[config.mk]
export PLATFORM = sky130hd
export DESIGN_NAME = mem_bus_arbiter
export DESIGN_NICKNAME = d
export VERILOG_FILES = /design/src/rtl/mem_bus_pkg.sv /design/src/rtl/mem_bus_arbiter_rr_pick.sv /design/src/rtl/mem_bus_arbiter.sv
export SDC_FILE = /design/constraint.sdc
export NUM_CORES = 1
export LEC_CHECK = 0
export CAP_MARGIN = 10
export CORE_ASPECT_RATIO = 1.5
export CORE_MARGIN = 2
export CORE_UTILIZATION = 40
export DETAILED_ROUTE_END_ITERATION = 8
export PLACE_DENSITY = 0.84
export SYNTH_ARGS = -nofsm -noshare
export SYNTH_HDL_FRONTEND = slang
export SYNTH_HIERARCHICAL = 1
export SYNTH_SLANG_ARGS = --single-unit
export TNS_END_PERCENT = 100
[constraint.sdc]
create_clock -name clk -period 4.1 [get_ports clk]
set_clock_uncertainty 0.15 [all_clocks]
set_input_delay 1.23 -clock clk [delete_from_list [all_inputs] [get_ports clk]]
set_output_delay 1.23 -clock clk [all_outputs]
set_load 0.05 [all_outputs]
[src/rtl/mem_bus_pkg.sv]
// Shared definitions for the line-granular memory bus arbiter.
// Holds command encodings, the arbiter state type and the beat-count helper.
package mem_bus_pkg;

  localparam logic [1:0] C2_NOP        = 2'd0;
  localparam logic [1:0] C2_RESPONSE   = 2'd1;
  localparam logic [1:0] C2_READ_LINE  = 2'd2;
  localparam logic [1:0] C2_WRITE_LINE = 2'd3;

  typedef enum logic [1:0] {
    ST_IDLE = 2'd0,
    ST_FWD  = 2'd1,
    ST_WAIT = 2'd2,
    ST_RESP = 2'd3
  } arb_state_e;

  // Number of bus beats needed to move one cache line.
  function automatic int unsigned beats_f(input int unsigned line_bytes,
                                          input int unsigned bus_bits);
    return (line_bytes * 8) / bus_bits;
  endfunction

endpackage

[src/rtl/mem_bus_arbiter_rr_pick.sv]
// Combinational round-robin selector: first active request after the last winner.
module rr_pick #(
  parameter int unsigned N  = 2,
  parameter int unsigned IW = 1
) (
  input  logic [N-1:0]  req,
  input  logic [IW-1:0] last,
  output logic [N-1:0]  gnt_c,
  output logic [IW-1:0] idx_c,
  output logic          valid_c
);

  int unsigned cand;

  // Scan last+1, last+2, ... wrapping, so the previous winner is checked last.
  always_comb begin : pick
    gnt_c   = '0;
    idx_c   = '0;
    valid_c = 1'b0;
    cand    = 0;
    for (int unsigned i = 1; i <= N; i++) begin
      cand = (32'(last) + i) % N;
      if (!valid_c && req[IW'(cand)]) begin
        valid_c            = 1'b1;
        idx_c              = IW'(cand);
        gnt_c[IW'(cand)]   = 1'b1;
      end
    end
  end

endmodule

[src/rtl/mem_bus_arbiter.sv]
// Round-robin arbiter sharing one line-granular memory bus between NUM_REQ caches.
// One whole transaction (forward, wait, response) is owned by a single winner.
module mem_bus_arbiter
  import mem_bus_pkg::*;
#(
  parameter int unsigned MEM_ADDR_SIZE     = 19,
  parameter int unsigned BUS_SIZE          = 16,
  parameter int unsigned CACHE_OFFSET_SIZE = 4,
  parameter int unsigned CACHE_LINE_SIZE   = 16,
  parameter int unsigned NUM_REQ           = 2,
  parameter int unsigned TIMEOUT           = 255,
  localparam int unsigned A                = MEM_ADDR_SIZE - CACHE_OFFSET_SIZE
) (
  input  logic                      clk,
  input  logic                      reset,
  input  logic [2*NUM_REQ-1:0]      req_command,
  input  logic [A*NUM_REQ-1:0]      req_address,
  input  logic [BUS_SIZE*NUM_REQ-1:0] req_data,
  output logic [NUM_REQ-1:0]        req_grant,
  output logic [2*NUM_REQ-1:0]      req_resp,
  output logic [BUS_SIZE-1:0]       req_rdata,
  output logic [1:0]                mem_command,
  output logic [A-1:0]              mem_address,
  output logic [BUS_SIZE-1:0]       mem_wdata,
  output logic                      mem_wdata_oe,
  input  logic [1:0]                mem_resp,
  input  logic [BUS_SIZE-1:0]       mem_rdata,
  output logic                      err
);

  localparam int unsigned BEATS  = beats_f(CACHE_LINE_SIZE, BUS_SIZE);
  localparam int unsigned BEAT_W = $clog2(BEATS) + 1;
  localparam int unsigned WCNT_W = $clog2(TIMEOUT + 1);
  localparam int unsigned IDX_W  = (NUM_REQ > 1) ? $clog2(NUM_REQ) : 1;

  arb_state_e          state_q, state_d;
  logic [NUM_REQ-1:0]  grant_q, grant_d;
  logic [IDX_W-1:0]    idx_q, idx_d;
  logic [IDX_W-1:0]    last_q, last_d;
  logic [1:0]          cmd_q, cmd_d;
  logic [BEAT_W-1:0]   beat_cnt_q, beat_cnt_d;
  logic [WCNT_W-1:0]   wait_cnt_q, wait_cnt_d;
  logic                tout_q, tout_d;
  logic                err_q, err_d;

  logic [1:0]          cmd_a  [NUM_REQ];
  logic [A-1:0]        addr_a [NUM_REQ];
  logic [BUS_SIZE-1:0] data_a [NUM_REQ];
  logic [NUM_REQ-1:0]  req_v;

  logic [NUM_REQ-1:0]  pick_gnt;
  logic [IDX_W-1:0]    pick_idx;
  logic                pick_valid;

  logic                resp_fire;
  logic                resp_forced;

  // Split the flattened requester buses into per-requester views.
  always_comb begin : unpack
    for (int unsigned i = 0; i < NUM_REQ; i++) begin
      cmd_a[i]  = req_command[2*i +: 2];
      addr_a[i] = req_address[A*i +: A];
      data_a[i] = req_data[BUS_SIZE*i +: BUS_SIZE];
      req_v[i]  = (req_command[2*i +: 2] != C2_NOP);
    end
  end

  rr_pick #(
    .N  (NUM_REQ),
    .IW (IDX_W)
  ) u_rr_pick (
    .req     (req_v),
    .last    (last_q),
    .gnt_c   (pick_gnt),
    .idx_c   (pick_idx),
    .valid_c (pick_valid)
  );

  always_comb begin : fsm_next
    state_d    = state_q;
    grant_d    = grant_q;
    idx_d      = idx_q;
    last_d     = last_q;
    cmd_d      = cmd_q;
    beat_cnt_d = beat_cnt_q;
    wait_cnt_d = wait_cnt_q;
    tout_d     = tout_q;
    err_d      = err_q;
    case (state_q)
      ST_IDLE: begin
        if (mem_resp == C2_RESPONSE) err_d = 1'b1;
        if (pick_valid) begin
          state_d    = ST_FWD;
          grant_d    = pick_gnt;
          idx_d      = pick_idx;
          last_d     = pick_idx;
          cmd_d      = cmd_a[pick_idx];
          beat_cnt_d = '0;
        end
      end
      ST_FWD: begin
        // A vanished command or early response is a protocol error, but the beats still finish.
        if (mem_resp == C2_RESPONSE) err_d = 1'b1;
        if (cmd_a[idx_q] == C2_NOP) err_d = 1'b1;
        beat_cnt_d = beat_cnt_q + BEAT_W'(1);
        if (cmd_q != C2_WRITE_LINE || beat_cnt_q == BEAT_W'(BEATS - 1)) begin
          state_d    = ST_WAIT;
          wait_cnt_d = '0;
        end
      end
      ST_WAIT: begin
        wait_cnt_d = wait_cnt_q + WCNT_W'(1);
        if (mem_resp == C2_RESPONSE) begin
          state_d = ST_RESP;
          tout_d  = 1'b0;
        end else if (wait_cnt_d == WCNT_W'(TIMEOUT)) begin
          state_d = ST_RESP;
          tout_d  = 1'b1;
          err_d   = 1'b1;
        end
      end
      ST_RESP: begin
        if (tout_q || mem_resp != C2_RESPONSE) begin
          state_d = ST_IDLE;
          grant_d = '0;
          tout_d  = 1'b0;
        end
      end
      default: begin
        state_d = ST_IDLE;
        grant_d = '0;
      end
    endcase
  end

  always_ff @(posedge clk or negedge reset) begin : regs
    if (!reset) begin
      state_q    <= ST_IDLE;
      grant_q    <= '0;
      idx_q      <= '0;
      last_q     <= IDX_W'(NUM_REQ - 1);
      cmd_q      <= C2_NOP;
      beat_cnt_q <= '0;
      wait_cnt_q <= '0;
      tout_q     <= 1'b0;
      err_q      <= 1'b0;
    end else begin
      state_q    <= state_d;
      grant_q    <= grant_d;
      idx_q      <= idx_d;
      last_q     <= last_d;
      cmd_q      <= cmd_d;
      beat_cnt_q <= beat_cnt_d;
      wait_cnt_q <= wait_cnt_d;
      tout_q     <= tout_d;
      err_q      <= err_d;
    end
  end

  // Response is steered to the winner only; a timeout substitutes one empty response.
  assign resp_forced = (state_q == ST_RESP) && tout_q;
  assign resp_fire   = ((state_q == ST_WAIT) || (state_q == ST_RESP && !tout_q))
                       && (mem_resp == C2_RESPONSE);

  always_comb begin : out_mux
    mem_command  = C2_NOP;
    mem_address  = '0;
    mem_wdata    = '0;
    mem_wdata_oe = 1'b0;
    req_resp     = '0;
    req_rdata    = '0;
    if (state_q == ST_FWD) begin
      mem_command  = cmd_a[idx_q];
      mem_address  = addr_a[idx_q];
      mem_wdata    = data_a[idx_q];
      mem_wdata_oe = (cmd_q == C2_WRITE_LINE);
    end
    for (int unsigned i = 0; i < NUM_REQ; i++) begin
      if (IDX_W'(i) == idx_q && (resp_fire || resp_forced)) begin
        req_resp[2*i +: 2] = C2_RESPONSE;
      end
    end
    if (resp_fire) req_rdata = mem_rdata;
  end

  assign req_grant = grant_q;
  assign err       = err_q;

endmodule
# ---- Word-level counts from Yosys, hierarchy flattened
# Index checks and enable logic that the tools add are counted.
dict set report classes {
  addsub 4
  magnitude_cmp 6
  n_eq_ne 15
  n_mux 53
  bitwise_logic 4
  n_reduce_logical 30
}
# op count
set op_table {}
lappend op_table {{$mux W16} 5}
lappend op_table {{$mux W15} 4}
lappend op_table {{$mux W2} 15}
lappend op_table {{$mux W1} 19}
lappend op_table {{$pmux W8 S2} 1}
lappend op_table {{$ne A2 B2 Y1 const B} 6}
lappend op_table {{$reduce_bool A2 Y1} 6}
lappend op_table {{$reduce_and A3 Y1} 3}
lappend op_table {{$add A8 B1 Y8 const B} 1}
lappend op_table {{$eq A8 B8 Y1 const B} 1}
lappend op_table {{$logic_and A1 B1 Y1} 8}
lappend op_table {{$mux W8} 1}
lappend op_table {{$pmux W2 S4} 1}
lappend op_table {{$pmux W4 S2} 1}
lappend op_table {{$eq A2 B2 Y1 const B} 3}
lappend op_table {{$reduce_and A2 Y1} 3}
lappend op_table {{$add A4 B1 Y4 const B} 1}
lappend op_table {{$eq A2 B1 Y1 const B} 2}
lappend op_table {{$eq A4 B3 Y1 const B} 1}
lappend op_table {{$ge A2 B2 Y1 const B} 2}
lappend op_table {{$logic_not A2 Y1} 2}
lappend op_table {{$logic_or A1 B1 Y1} 4}
lappend op_table {{$lt A1 B2 Y1 const B} 2}
lappend op_table {{$mux W4} 1}
lappend op_table {{other kinds (14)} 19}
dict set report totals {
  reg_bits 22
  input_bits 86
  out_inout_bits 57
  wordCells 121
}

# ---- Longest topological paths before layout
# Gate-level depths: netlist of run 1.
dict set report depth {
  ltp_word 11
  mapped_depth 9
  ltp_nobuf 8
}

# ---- Modules after synthesis
# The synthesis of run 1 kept the hierarchy.
# mod instances cells_each area_each_um2 seq_area_each_um2
set by_module_without_submodules {}
lappend by_module_without_submodules {mem_bus_arbiter 1 255 2144.6 551.8}
lappend by_module_without_submodules {rr_pick 1 5 32.5 0.0}

# ---- Worst setup path after synthesis of run 1
# Ideal clock, no wire load.
dict set report synth_path {
  kind {input to output}
  start {input port mem_resp[0]}
  end {output port req_resp[2]}
  arrival_time_ps 2439
  t_required_ps 2720
  path_slack_ps 281
  path_stages 4
  path_buffers 0
  path_cell_list {nor2b_1 and2_1 o22ai_1 nor2b_1}
}
dict set report synth_between {
  elab_chain_len 5
}
# element line_no
set synth_rtl {}
lappend synth_rtl {{start, declared} mem_bus_arbiter.sv:26} ;# input logic [1:0] mem_resp,
lappend synth_rtl {{$eq A2 B1 Y1} mem_bus_arbiter.sv:163} ;# && (mem_resp == C2_RESPONSE);
lappend synth_rtl {{$logic_and A1 B1 Y1} mem_bus_arbiter.sv:163}
lappend synth_rtl {{$logic_or A1 B1 Y1} mem_bus_arbiter.sv:179} ;# if (IDX_W'(i) == idx_q && (resp_fire || resp_forced)) begin
lappend synth_rtl {{$logic_and A1 B1 Y1} mem_bus_arbiter.sv:179}
lappend synth_rtl {{$mux W1} mem_bus_arbiter.sv:179}
lappend synth_rtl {{end, declared} mem_bus_arbiter.sv:20} ;# output logic [2*NUM_REQ-1:0] req_resp,
# No other way between the ends.

# ---- Worst setup path in the final report of run 1
dict set report layout_path {
  start {input port mem_resp[0]}
  end {output port req_resp[0]}
}
# Same word-level chain as after synthesis.

==> flow_summary_export.csv, run 1 <==
group,metric,value,unit
sta,relSlewSlack,30.0,%
setup_path,startpoint,"mem_resp[0]",
drt,antenna_left,0,
drt,drt_iter0_drc,60,
global_route,grt_pass1_wl,12.2,mm
setup_path,cp_slowest_cell,"clkdlybuf4s50_1",
yosys,async_reset_ff_share,100,%
setup_path,cp.required,2720,ps
sta,period_needed,4040,ps
setup_path,cp_top_family,"buffers and inverters",
setup_path,crit_fanout,3,
job,drv_cap,0,
global_route,grt_max_degree,39,
clocking,post_cts_buffers,0,
global_route,grt_pass1_vias,2492,
setup_path,crit_cells,6,
run_status,status,"completed",
setup_path,path_class,"input pin to output port",
placement,preCtsSetupSlack,91.6,ps
drt,viasPerCell,5.33,
clocking,htreeDepth,1,
clocking,cts.sinks,22,
clocking,clockBufferDepth,2,
sta,drv_slew,0,
setup_path,start_kind,"input pin",
layout,drive_gt1_share,18.5,%
sta,hold_ws,338,ps
power,power_density,578,nW/µm²
sta,fmaxAchievable,0.248,GHz
min_path,whs_path_depth,2,
global_route,antenna_found_initial,0,
setup_path,cp.arrival,2660,ps
placement,place_congestion,0.884,
global_route,grtUsageTotal,25.8,%
drt,vias,2463,
yosys,yosysSeqAreaShare,25.3,%
placement,port_buffers,140,
power,p_total,2.42,mW
floorplanning,die_h,94.4,µm
sta,setup_violations,0,
clocking,cts_buffers,3,
drt,routedWlPerCell,17.2,µm
floorplanning,die-area,6060,µm²
sta,final.setup.tns,0,ps
drt,dr.pass1.iters,4,
floorplanning,fp-row-count,32,
setup_path,path_cells,"clkdlybuf4s50_1 > nor2b_1 > and2_1 > o22ai_1 > nor2_2 > buf_12",
yosys,netlist_instances,260,
setup_path,rr_worst_depth,7,
power,p_leak,1.78,nW
layout,area_growth,92.4,%
clocking,clk_pin_slew_worst_paths,80,ps
clocking,tritoncts,"built",
floorplanning,die_w,64.2,µm
setup_path,endpoint_kind,"output port",
floorplanning,start_util,41.8,%
layout,nNetsFinal,488,
sta,worstMarginPinSlew,1050,ps
clocking,clockRootBuffer,"clkbuf_8",
power,peakVddDrop,0.498,mV
yosys,synth_area_per_cell,8.37,µm²
min_path,min_from,"cmd_q[1]",
placement,hpwlAfterDp,6.60,mm
yosys,yosys_warnings,6,
sta,finalHoldViolations,0,
drt,wl,7.96,mm
floorplanning,core-area,5200,µm²
drt,drc,0,
global_route,grt-ovfl-total,0,
layout,insertedDiodeCount,0,
sta,post-route-period-util,98.4,%
setup_path,r2r_start,"state_q[1]",
floorplanning,io-pin-count,143,
clocking,clk_latency,260,ps
setup_path,cpPeakStageDelay,490,ps
yosys,netlist_area,2180,µm²
setup_path,path_buf_inv,2,
yosys,synth_edf_count,0,
yosys,synth_flop_cell,"dfrtp_1",
yosys,ys_ff_latch,22,
min_path,hold_class,"register to register",
sta,timing.final.ws_setup,63.8,ps
yosys,ys_types,52,
-- metal layers --
layer  wire [µm]  track usage [%]
met1        2890             27.6
met2        4180             49.6
met3         775             7.39
met4         119             5.32
met5           0                0
-- kinds of logic (layout without fill, tap and decap cells) --
logic type               Yosys count  after routing  synth area share (%)
AND/OR/NAND/NOR                  116            116                  31.5
AO/OA/AOI/OAI                     50             50                  15.7
multiplexers                      38             38                  17.8
buffers and inverters             25            158                  5.00
flip-flops                        22             22                  25.3
adder cells (fa/ha/maj)            7              7                  4.02
other                              1              2                 0.172
XOR/XNOR                           1              1                 0.402
-- Yosys cell counts, types with 2 or more instances --
master	number	area, µm²
and3b_1	2	17.5
nand3_1	5	25.0
nor2_1	11	41.3
a21boi_0	3	22.5
nor3_1	4	20.0
clkbuf_1	9	33.8
buf_4	3	22.5
dfrtp_1	21	526
nand3b_1	2	15.0
mux2i_1	35	350
and2_1	18	113
o21ai_0	20	100
nand2b_1	5	31.3
a21o_1	2	15.0
nand4_1	4	25.0
o22ai_1	2	12.5
ha_1	7	87.6
mux2_2	2	22.5
a21oi_1	7	35.0
and3_1	5	31.3
inv_1	9	33.8
nand2_1	11	41.3
o211ai_1	2	15.0
buf_2	3	15.0
nor2b_1	41	257
-- repair_timing --
item                                    4_1_cts  5_1_grt
endpoints found under the setup margin        0        2
hold buffers                                  0        0
gates resized for setup                       0        2
-- cell usage in the layout, fill, tap and decap left out, types with 4 or more instances in the layout --
| cell | netlist | final |
|---|---|---|
| a21oi_1 | 7 | 7 |
| ha_1 | 7 | 7 |
| clkdlybuf4s50_1 | 0 | 88 |
| and2_1 | 18 | 18 |
| buf_4 | 3 | 6 |
| nand2b_1 | 5 | 5 |
| o21ai_0 | 20 | 20 |
| nand3_1 | 5 | 5 |
| nor2b_1 | 41 | 40 |
| mux2i_1 | 35 | 35 |
| nor3_1 | 4 | 4 |
| inv_1 | 9 | 9 |
| nor2_1 | 11 | 10 |
| buf_12 | 0 | 51 |
| dfrtp_1 | 21 | 20 |
| and3_1 | 5 | 5 |
| nand4_1 | 4 | 4 |
| nand2_1 | 11 | 11 |
-- sequential cells by signal, indices dropped and copies added (netlist names) --
register	flops
req_grant	2
last_q	1
err	1
wait_cnt_q	8
state_q	2
cmd_q	2
beat_cnt_q	4
idx_q	1
tout_q	1
-- worst paths after layout --
path | end | slack [ps]
setup / recovery | req_resp[0] | 60
hold / removal | cmd_q[1] | 340
setup reg to reg | wait_cnt_q[5] | 1530
hold reg to reg | cmd_q[1] | 340
max in group asynchronous | last_q | 2340
min in group asynchronous | wait_cnt_q[1] | 1160
-- metrics by stage --
step / instance area (µm²) / utilization (%) / cells
after floorplan: 2180 / - / 261
after global placement: 4140 / 79.5 / 458
after detailed placement: 4140 / 79.5 / 458
after CTS: 4180 / 80.4 / 462
after global routing: 4190 / 80.5 / 462
final: 4190 / 80.5 / 462
-- cell type report --
type	count	area [µm²]
Tap cell	68	85.1
Inverter	9	33.8
Multi-Input combinational cell	214	1530
Fill cell	318	1020
Clock buffer	4	45.0
Timing Repair Buffer	145	1950
Sequential cell	22	553
-- tightest hold or removal path: stages, from the launching register on --
cell     delay (ps)
dfrtp_1         350
nand2_1          50
o21ai_0          60
-- report_power, final --
group / internal [mW] / switching (mW) / leakage (nW)
Sequential: 0.290 / 0.151 / 0.284
Clock: 0.0694 / 0.0743 / 0.0228
Combinational: 0.888 / 0.949 / 1.47
Total: 1.25 / 1.18 / 1.78
(Power assumes the default switching activity.)
==> run 2: changes to the inputs <==
--- a/config.mk
+++ b/config.mk
@@ -8,9 +8,9 @@
 export CAP_MARGIN = 10
 export CORE_ASPECT_RATIO = 1.5
 export CORE_MARGIN = 2
-export CORE_UTILIZATION = 40
+export CORE_UTILIZATION = 37
 export DETAILED_ROUTE_END_ITERATION = 8
-export PLACE_DENSITY = 0.84
+export PLACE_DENSITY = 0.78
 export SYNTH_ARGS = -nofsm -noshare
 export SYNTH_HDL_FRONTEND = slang
 export SYNTH_HIERARCHICAL = 1
==> constraint.sdc (replaced) <==
create_clock -name clk -period 4.05 [get_ports clk]
set_clock_uncertainty 0.15 [all_clocks]
set_input_delay 1.215 -clock clk [delete_from_list [all_inputs] [get_ports clk]]
set_output_delay 1.215 -clock clk [all_outputs]
set_load 0.05 [all_outputs]
==> run 2 against run 1 <==
Cell area up 1.0%; sequential power down 7.0%; die area up 7.7%; global-route usage down 3.0 points; clock-buffer cell count down 1; total power up 4.2%; critical path type unchanged; critical endpoint is now req_resp[2]; largest cell class unchanged.
==> flow_summary_export.csv, run 2 (same netlist as run 1, synthesis figures left out) <==
group,metric,value,unit
clocking,ctsResizeCount,0,
sta,fmaxAchievable,0.256,GHz
global_route,grt_pass1_vias,2536,
placement,hpwlAfterDp,6.25,mm
power,peakVddDrop,0.312,mV
clocking,cts_buffers,3,
min_path,hold_class,"register to register",
layout,area_growth,94.4,%
setup_path,cp.arrival,2540,ps
floorplanning,fp-row-count,34,
drt,viasPerCell,5.22,
sta,relSlewSlack,35.9,%
floorplanning,die_h,97.9,µm
power,power_density,596,nW/µm²
layout,final_cell_mix,"88 x clkdlybuf4s50_1, 52 x buf_12, 41 x nor2b_1",
floorplanning,start_util,37.9,%
setup_path,path_class,"input pin to output port",
placement,place_congestion,0.801,
global_route,grtUsageTotal,22.7,%
sta,final.setup.tns,0,ps
drt,antenna_left,0,
sta,post-route-period-util,96.5,%
placement,post-place-cells,462,
layout,insertedDiodeCount,0,
power,p_leak,1.80,nW
sta,period_needed,3910,ps
floorplanning,die-area,6530,µm²
drt,drc,0,
global_route,grt_pass1_wl,11.7,mm
layout,drive_gt1_share,18.5,%
placement,port_buffers,140,
sta,rsz0062_at_grt,"false",
floorplanning,die_w,66.6,µm
clocking,htreeDepth,1,
layout,stdcell_count,467,
drt,dr.pass1.iters,4,
clocking,clockRootBuffer,"clkbuf_8",
clocking,clk_latency,260,ps
layout,fillers,433,
clocking,clk_pin_slew_worst_paths,70,ps
sta,finalHoldViolations,0,
sta,hold_ws,345,ps
run_status,status,"completed",
layout,reg_top3,"wait_cnt_q (8), beat_cnt_q (4)",
job,drv_cap,0,
clocking,post_cts_buffers,0,
layout,largest_register_ffs,8,
drt,drt_iter0_drc,82,
clocking,holdBufCountCts,0,
global_route,grt_max_degree,43,
global_route,antenna_found_initial,0,
clocking,tritoncts,"built",
global_route,grt-ovfl-total,0,
floorplanning,io-pin-count,143,
floorplanning,core-area,5740,µm²
sta,drv_slew,0,
setup_path,endpoint_kind,"output port",
clocking,cts.sinks,22,
drt,routedWlPerCell,15.9,µm
placement,placed_area,4160,µm²
power,p_total,2.52,mW
sta,setup_violations,0,
drt,vias,2440,
layout,top_register,"wait_cnt_q",
drt,wl,7.45,mm
layout,mostFrequentLayoutCell,"clkdlybuf4s50_1",
layout,fin_area,4230,µm²
layout,nNetsFinal,489,
setup_path,crit_fanout,3,
setup_path,cp.required,2680,ps
setup_path,start_kind,"input pin",
clocking,clockBufferDepth,2,
sta,worstMarginPinSlew,958,ps
## run 2: changes by cell type in the layout (fill, tap and decap cells not counted), sizes merged
cell / previous run / this run
buf: 57 / 58
bufinv: 0 / 1
clkbuf: 4 / 3
## run 2: worst max-delay path: stages
cell,delay (ps)
clkdlybuf4s50_1,500
nor2b_1,170
and2_1,160
o22ai_1,100
nor2b_1,230
buf_12,170
## run 2: per-stage QoR
stage	worst slack [ps]	utilization (%)
2_1_floorplan	261	-
3_3_place_gp	158	72.4
3_5_place_dp	134	72.4
4_1_cts	129	73.6
5_1_grt	57.0	73.7
6_report	142	73.7
## run 2: metal layers
layer	track usage [%]	share of wire [%]	routed length (µm)
met3	7.60	13	966
met2	42.6	52	3840
met5	0	0	0
met4	6.59	1.4	102
met1	23.0	34	2530
## run 2: final timing paths
kind	startpoint	to	slack, ps	cells past startpoint
worst max-delay path	mem_resp[0]	req_resp[2]	140	6
worst min-delay path	cmd_q[1]	cmd_q[1]	340	2
worst max register to register	state_q[1]	wait_cnt_q[5]	1480	9
worst min register to register	cmd_q[1]	cmd_q[1]	340	2
max in group asynchronous	reset	idx_q	1770	1
min in group asynchronous	reset	wait_cnt_q[0]	1330	1
## run 2: area by class of cell
class	count	area, µm²	share of cell area [%]
sequential	22	553	13.1
inverter	9	33.8	0.798
multi-input combinational	214	1520	35.9
clock inverter	1	30.0	0.709
clock buffer	3	41.3	0.975
tap	72	90.1	2.13
timing repair buffer	146	1960	46.4
## run 2: power by group
| group | total, mW | switching, mW | internal [mW] |
|---|---|---|---|
| Clock | 0.202 | 0.0698 | 0.132 |
| Combinational | 1.91 | 1.01 | 0.900 |
| Sequential | 0.410 | 0.116 | 0.295 |
